[src/rtl/id_ex_stage.sv]
// ID/EX pipeline register: captures decoder controls and ID operands for EX,
// detects load-use hazards, injects bubbles and counts load-use bubbles.
module id_ex_stage #(
  parameter int unsigned DATA_W     = 32,
  parameter int unsigned REG_ADDR_W = 5,
  parameter int unsigned CNT_W      = 16
) (
  input  logic                  clk_i,
  input  logic                  rst_i,
  input  logic                  id_valid_i,
  input  logic                  RegWrite_i,
  input  logic [3:0]            ALU_op_i,
  input  logic                  ALUSrc_i,
  input  logic                  RegDst_i,
  input  logic                  Branch_i,
  input  logic [1:0]            MemToReg_i,
  input  logic                  MemRead_i,
  input  logic                  MemWrite_i,
  input  logic [DATA_W-1:0]     pc_plus4_i,
  input  logic [DATA_W-1:0]     rs_data_i,
  input  logic [DATA_W-1:0]     rt_data_i,
  input  logic [DATA_W-1:0]     imm_sext_i,
  input  logic [REG_ADDR_W-1:0] rs_addr_i,
  input  logic [REG_ADDR_W-1:0] rt_addr_i,
  input  logic [REG_ADDR_W-1:0] rd_addr_i,
  input  logic                  flush_i,
  input  logic                  hold_i,
  output logic                  stall_o,
  output logic                  ex_valid_o,
  output logic                  ex_RegWrite_o,
  output logic [3:0]            ex_ALU_op_o,
  output logic                  ex_ALUSrc_o,
  output logic                  ex_RegDst_o,
  output logic                  ex_Branch_o,
  output logic [1:0]            ex_MemToReg_o,
  output logic                  ex_MemRead_o,
  output logic                  ex_MemWrite_o,
  output logic [DATA_W-1:0]     ex_pc_plus4_o,
  output logic [DATA_W-1:0]     ex_rs_data_o,
  output logic [DATA_W-1:0]     ex_rt_data_o,
  output logic [DATA_W-1:0]     ex_imm_sext_o,
  output logic [REG_ADDR_W-1:0] ex_rs_addr_o,
  output logic [REG_ADDR_W-1:0] ex_rt_addr_o,
  output logic [REG_ADDR_W-1:0] ex_rd_addr_o,
  output logic [CNT_W-1:0]      bubble_cnt_o
);

  typedef struct packed {
    logic                  valid;
    logic                  reg_write;
    logic [3:0]            alu_op;
    logic                  alu_src;
    logic                  reg_dst;
    logic                  branch;
    logic [1:0]            mem_to_reg;
    logic                  mem_read;
    logic                  mem_write;
    logic [DATA_W-1:0]     pc_plus4;
    logic [DATA_W-1:0]     rs_data;
    logic [DATA_W-1:0]     rt_data;
    logic [DATA_W-1:0]     imm_sext;
    logic [REG_ADDR_W-1:0] rs_addr;
    logic [REG_ADDR_W-1:0] rt_addr;
    logic [REG_ADDR_W-1:0] rd_addr;
  } ex_slot_t;

  localparam logic [CNT_W-1:0] CNT_MAX = {CNT_W{1'b1}};

  ex_slot_t         ex_q, ex_d, id_slot;
  logic [CNT_W-1:0] bubble_cnt_q, bubble_cnt_d;
  logic             rt_hit, stall_c;

  // Pack the ID-side inputs into the slot format for a clean capture.
  always_comb begin
    id_slot            = '0;
    id_slot.valid      = 1'b1;
    id_slot.reg_write  = RegWrite_i;
    id_slot.alu_op     = ALU_op_i;
    id_slot.alu_src    = ALUSrc_i;
    id_slot.reg_dst    = RegDst_i;
    id_slot.branch     = Branch_i;
    id_slot.mem_to_reg = MemToReg_i;
    id_slot.mem_read   = MemRead_i;
    id_slot.mem_write  = MemWrite_i;
    id_slot.pc_plus4   = pc_plus4_i;
    id_slot.rs_data    = rs_data_i;
    id_slot.rt_data    = rt_data_i;
    id_slot.imm_sext   = imm_sext_i;
    id_slot.rs_addr    = rs_addr_i;
    id_slot.rt_addr    = rt_addr_i;
    id_slot.rd_addr    = rd_addr_i;
  end

  // Load in EX writing a nonzero register that the ID instruction reads.
  always_comb begin
    rt_hit  = (ex_q.rt_addr == rs_addr_i) | (ex_q.rt_addr == rt_addr_i);
    stall_c = ex_q.valid & ex_q.mem_read & id_valid_i
              & (ex_q.rt_addr != '0) & rt_hit;
  end

  // Priority: flush, hold, load-use bubble, idle bubble, capture.
  always_comb begin
    ex_d         = ex_q;
    bubble_cnt_d = bubble_cnt_q;
    if (flush_i) begin
      ex_d = '0;
    end else if (hold_i) begin
      ex_d = ex_q;
    end else if (stall_c) begin
      ex_d = '0;
      if (bubble_cnt_q != CNT_MAX) begin
        bubble_cnt_d = bubble_cnt_q + CNT_W'(1);
      end
    end else if (!id_valid_i) begin
      ex_d = '0;
    end else begin
      ex_d = id_slot;
    end
  end

  always_ff @(posedge clk_i or posedge rst_i) begin
    if (rst_i) begin
      ex_q         <= '0;
      bubble_cnt_q <= '0;
    end else begin
      ex_q         <= ex_d;
      bubble_cnt_q <= bubble_cnt_d;
    end
  end

  assign stall_o       = stall_c;
  assign ex_valid_o    = ex_q.valid;
  assign ex_RegWrite_o = ex_q.reg_write;
  assign ex_ALU_op_o   = ex_q.alu_op;
  assign ex_ALUSrc_o   = ex_q.alu_src;
  assign ex_RegDst_o   = ex_q.reg_dst;
  assign ex_Branch_o   = ex_q.branch;
  assign ex_MemToReg_o = ex_q.mem_to_reg;
  assign ex_MemRead_o  = ex_q.mem_read;
  assign ex_MemWrite_o = ex_q.mem_write;
  assign ex_pc_plus4_o = ex_q.pc_plus4;
  assign ex_rs_data_o  = ex_q.rs_data;
  assign ex_rt_data_o  = ex_q.rt_data;
  assign ex_imm_sext_o = ex_q.imm_sext;
  assign ex_rs_addr_o  = ex_q.rs_addr;
  assign ex_rt_addr_o  = ex_q.rt_addr;
  assign ex_rd_addr_o  = ex_q.rd_addr;
  assign bubble_cnt_o  = bubble_cnt_q;

endmodule
[config.mk]
export PLATFORM = sky130hd
export DESIGN_NAME = id_ex_stage
export DESIGN_NICKNAME = d
export VERILOG_FILES = /design/src/rtl/id_ex_stage.sv
export SDC_FILE = /design/constraint.sdc
export NUM_CORES = 1
export LEC_CHECK = 0
export BUFFER_PORTS_ARGS = -buffer_cell sky130_fd_sc_hd__clkbuf_2
export CAP_MARGIN = 20
export CORE_UTILIZATION = 40
export CTS_CLUSTER_SIZE = 28
export DETAILED_ROUTE_END_ITERATION = 8
export PLACE_DENSITY = 0.75
export SYNTH_ARGS = -nofsm -noshare
export SYNTH_HDL_FRONTEND = slang
export SYNTH_SLANG_ARGS = --single-unit
[constraint.sdc]
create_clock -name clk_i -period 6.4 [get_ports clk_i]
set_input_delay 0.64 -clock clk_i [delete_from_list [all_inputs] [get_ports clk_i]]
set_output_delay 0.64 -clock clk_i [all_outputs]
set_load 0.01 [all_outputs]
[Word-level counts from Yosys, hierarchy flattened]
Cells that the tools add are included.
Word-level totals
  RAM bits: 0
  bits in latches: 0
  bits in read-only memories: 0
  memories kept: 0
  flip-flop bits (word level): 172
  word-level logic and storage cells: 35
  output and inout bits: 173
  bits of input ports: 160
Cells by class
  div/mod/pow operators: 0
  bitwise gates (word level): 7
  muxes and demuxes: 4
  equality and inequality tests: 4
  reductions and logical operators: 2
  multiply operators: 0
  add/subtract/negate cells: 1
  shift operators: 0
  order comparisons: 0
Operator list (count)
  156-bit 2-to-1 mux: 4
  16-bit by 1-bit adder with 16-bit output (second input constant): 1
  16-bit != test (second input constant): 1
  5-bit == test: 2
  5-bit nonzero test: 1
  1-bit AND: 4
  4-bit AND reduction: 1
  2-bit != test (second input constant): 1
  1-bit NOT: 2
  1-bit OR: 1

[Logic depth before layout (Yosys ltp)]
  depth in word-level cells: 7
  mapped depth: 7
  depth with buffers taken out: 6

[Least setup slack after synthesis]
No wires, ideal clock.
  path type: input-to-output
  start point: input rs_addr_i[4]
  end point: output stall_o
  slack: 4043 ps
  stages on the path: 5
  required time: 5760 ps
  arrival time: 1717 ps
  path through: xnor2_1 > nand3_1 > o22ai_2 > clkbuf_1 > and3_1
Between the ends
  longest elaborated chain between the ends: 3
RTL lines
  start, declared: RTL line 23  | input logic [REG_ADDR_W-1:0] rs_addr_i,
  5-bit == test: RTL line 96  | rt_hit = (ex_q.rt_addr == rs_addr_i) | (ex_q.rt_addr == rt_addr_i);
  1-bit OR: RTL line 96
  1-bit AND: RTL line 98  | & (ex_q.rt_addr != '0) & rt_hit;
  end, declared: RTL line 28  | output logic stall_o,
No other way between the ends.

[Worst setup path after layout]
  start point: register ex_q, in the netlist ex_rt_addr_o[4]
  end point: output stall_o
Between the ends
  longest elaborated chain between the ends: 3
RTL lines
  start, declared: RTL line 69  | ex_slot_t ex_q, ex_d, id_slot;
  start signal, assigned: RTL line 123  | ex_q <= '0;
  start signal, assigned: RTL line 126  | ex_q <= ex_d;
  5-bit == test or 5-bit nonzero test (tied branches): RTL line 96, 98
  1-bit OR or 1-bit AND (tied branches): RTL line 96, 98
  1-bit AND *: RTL line 98
Every way passes the cells marked *; elsewhere a longest branch is shown, timed or not.

==> results.md <==
* Status: finished, final reports clean
* CP delay by family, top: compound AO/OA/AOI/OAI gates
* Syn nets at ~600
* Slew HR at 0.3122
* Area Growth Syn to Fin at 37.21%
* Maximum clock path buffer count at 2
* Cells after DPL at approximately 950
* Pwr dens at roughly 270 nW/um^2
* Post-synthesis register bit count at about 170
* Num CTS Buffers at 17
* RD Place Congestion at 0.7782
* Crit path depth at 5
* Total I/O pin count at approximately 330
* Residual DRC at 0
* Cell variety after synth at 26
* TritonCTS clock tree: yes
* Average wire per standard cell at approximately 17 um
* Yosys synthesis warning count at 0
* R2r setup slk at 3.76 ns
* Total Routed Length at around 17,000 um
* Setup violators final at 0
* Diodes inserted at 0
* RSZ-0062 raised after global routing: false
* Initial antenna violation count at 0
* Worst Path Arrival at around 2.2 ns
* Area of the multi-input gates at 1912 um^2
* Leak Pwr at between 4 and 5 nW
* Tightest Hold Check Type: primary input to async pin
* DIE HEIGHT at 128.6 um
* Part of the power in combinational logic at 0.086
* Root Driver: clkbuf_16
* Port bufs at 332
* Tmin final at 2.861 ns
* Final Hold Vio Count at 0
* Synthesized netlist cell count at roughly 440
* Worst flop-to-flop path startpoint: ex_rt_addr_o[0]
* Slew Viols, Final at 0
* Max Cap Viol at 0
* Sequential share of power at 0.478
* Worst path required time at between 5 and 6 ns
* Power Internal at between 1.5 and 2 mW
* Most frequent cells in the layout: 332 x clkbuf_2, 172 x dfrtp_1, 155 x a22o_1
* Worst-skew pair later-pin latency at 0.42 ns
* Rows at 45
* Core Region at 15,430 um^2
* Tot GR Track Use at 0.2053
* Clk sinks at roughly 170
* Initial Utilization at 0.4157
* Largest net degree at the start of global routing at between 100 and 150
* Finished Layout Cells at around 1,000
* Setup_tns at 0 ns
* CP Buf/Inv Count at 1
* Endpoint class of the critical path: output pin
* Reg clk slew, reported paths at around 0.070 ns
* Slowest-stage cell, CP: o22ai_2
* Worst hold-check slack at 0.4156 ns
* Net switching power of the design at approximately 0.57 mW
* Critical Path Fanout Max at 17
* Register area share after synthesis at 0.6712
* Synth Cell Area at between 6000 and 7000 um^2
* FILL cells at about 1,300
* Crit Path Class: flip-flop to output pin
* Pre-antenna DRT Iters at 6
* Syn Area/Cell at ~15 um^2
* Total gr overflow at 0
* Fmax at about 350 MHz
* Clk pwr share at 0.436
* Vias in the first global route at 4,881
* DR vias at ~5,100
* Layout Skew at slightly above 0.006 ns
* Maximum VDD drop at between 0.15 and 0.2 mV
* Flip-flop and latch area at ~4300 um^2
* Commonest non-fill, non-tap cell in the layout: clkbuf_2
* DR vias/cell at between 5 and 6
* Hold Buf Count CTS at 0
* Post_cts resized at 0
* CP peak stage delay at 0.64 ns
* Worst-Margin Slew at between 1 and 1.5 ns
* Fin nets at ~900
* Antenna-violating nets left at 0
* Switch share at 0.2392
* DIE WIDTH at 128.6 um
* Post-route clock period utilization at 0.4471
* Worst r2r dst: ex_pc_plus4_o[25]
* Full die area at between 15,000 and 20,000 um^2
* Worst setup SP type: flip-flop
* 1st-iter DRT viols at ~280
* H-Tree Level Count at 4
* Critical Path, Cell by Cell: xnor2_1, nand3_1, o22ai_2, and3_1, clkbuf_2
* Reg2Reg Depth at 6
* Global-route wire length before repair at between 20,000 and 30,000 um
* Share of cells above drive strength 1 at 0.4839
* Post-CTS setup buffer count at 0
* Post-detail-place hpwl at 11,820 um
* Design Power at approximately 2.4 mW
[layout make-up]
cell class / instances / area share
Clock buffer: 21 / 0.05347
Tap cell: 211 / 0.03001
Timing Repair Buffer: 337 / 0.1931
Multi-Input combinational cell: 231 / 0.2173
Clock inverter: 11 / 0.01507
Inverter: 3 / 0.001849
Sequential cell: 172 / 0.4892
[Yosys cell counts (all sizes together)]
master	count	area [um^2]
dfrtp	172	4304
a21o	1	7.510
nor3	1	5.000
and3	4	25.02
clkbuf	18	67.56
a31oi	1	21.27
nor2b	1	6.260
or4	1	7.510
nand2	6	22.52
xnor2	25	219.0
nand4	11	68.82
and4	1	8.760
and2	1	6.260
buf	17	125.1
inv	3	11.26
o211ai	1	12.51
mux2	1	11.26
nor2	4	15.01
ha	1	12.51
a22o	155	1358
nor4	3	25.02
nand3	12	60.06
o22ai	1	12.51
[metrics by stage]
step / area, um^2 / utilization / setup WS (ns)
detailed placement: 8195 / 0.5312 / 3.709
CTS: 8798 / 0.5703 / 3.529
global route: 8798 / 0.5703 / 3.310
floorplan: 6412 / - / 1.100
finish: 8798 / 0.5703 / 3.539
global placement: 8195 / 0.5312 / 3.723
[how the worst max path moves through the flow]
stage | to | start
floorplan | bubble_cnt_o[0] | rst_i
global placement | ex_pc_plus4_o[26] | rs_addr_i[2]
detailed placement | ex_pc_plus4_o[5] | rs_addr_i[4]
CTS | stall_o | ex_rt_addr_o[4]
global route | stall_o | ex_rt_addr_o[4]
finish | stall_o | ex_rt_addr_o[4]
[state kept, by name, indices dropped and copies added, names as in the netlist, 2 cells and up]
| name | cells |
|---|---|
| bubble_cnt_o | 16 |
| ex_ALU_op_o | 4 |
| ex_MemToReg_o | 2 |
| ex_imm_sext_o | 32 |
| ex_pc_plus4_o | 32 |
| ex_rd_addr_o | 5 |
| ex_rs_addr_o | 5 |
| ex_rs_data_o | 32 |
| ex_rt_addr_o | 5 |
| ex_rt_data_o | 32 |
[power by group through the flow]
stage / registers, mW / clock network [mW] / logic [mW]
finish: 1.15 / 1.05 / 0.207
global route: 1.15 / 1.11 / 0.227
CTS: 1.15 / 1.07 / 0.211
detailed placement: 1.17 / 0 / 0.210
global placement: 1.17 / 0 / 0.206
floorplan: 1.18 / 0 / 0.0844
[per-layer routing]
metal  vias to the layer above  routed length, um  track usage
li1                       2334                  -            -
met1                      2513               7119       0.2557
met3                        25               1270      0.06195
met5                         -                  0            0
met2                       215               8455       0.3370
met4                         0                334      0.07820
[cells by family after synthesis]
logic type                 Yosys count  share of synthesized area
DFF                                172                     0.6712
AOI/OAI and AO/OA                  159                     0.2201
and+or+nand+nor                     45                    0.03902
buffers and inverters               38                    0.03180
xor gates and xnor gates            25                    0.03415
muxes                                1                   0.001756
adders and majority gates            1                   0.001951
Power figures use the tool's default switching activity.
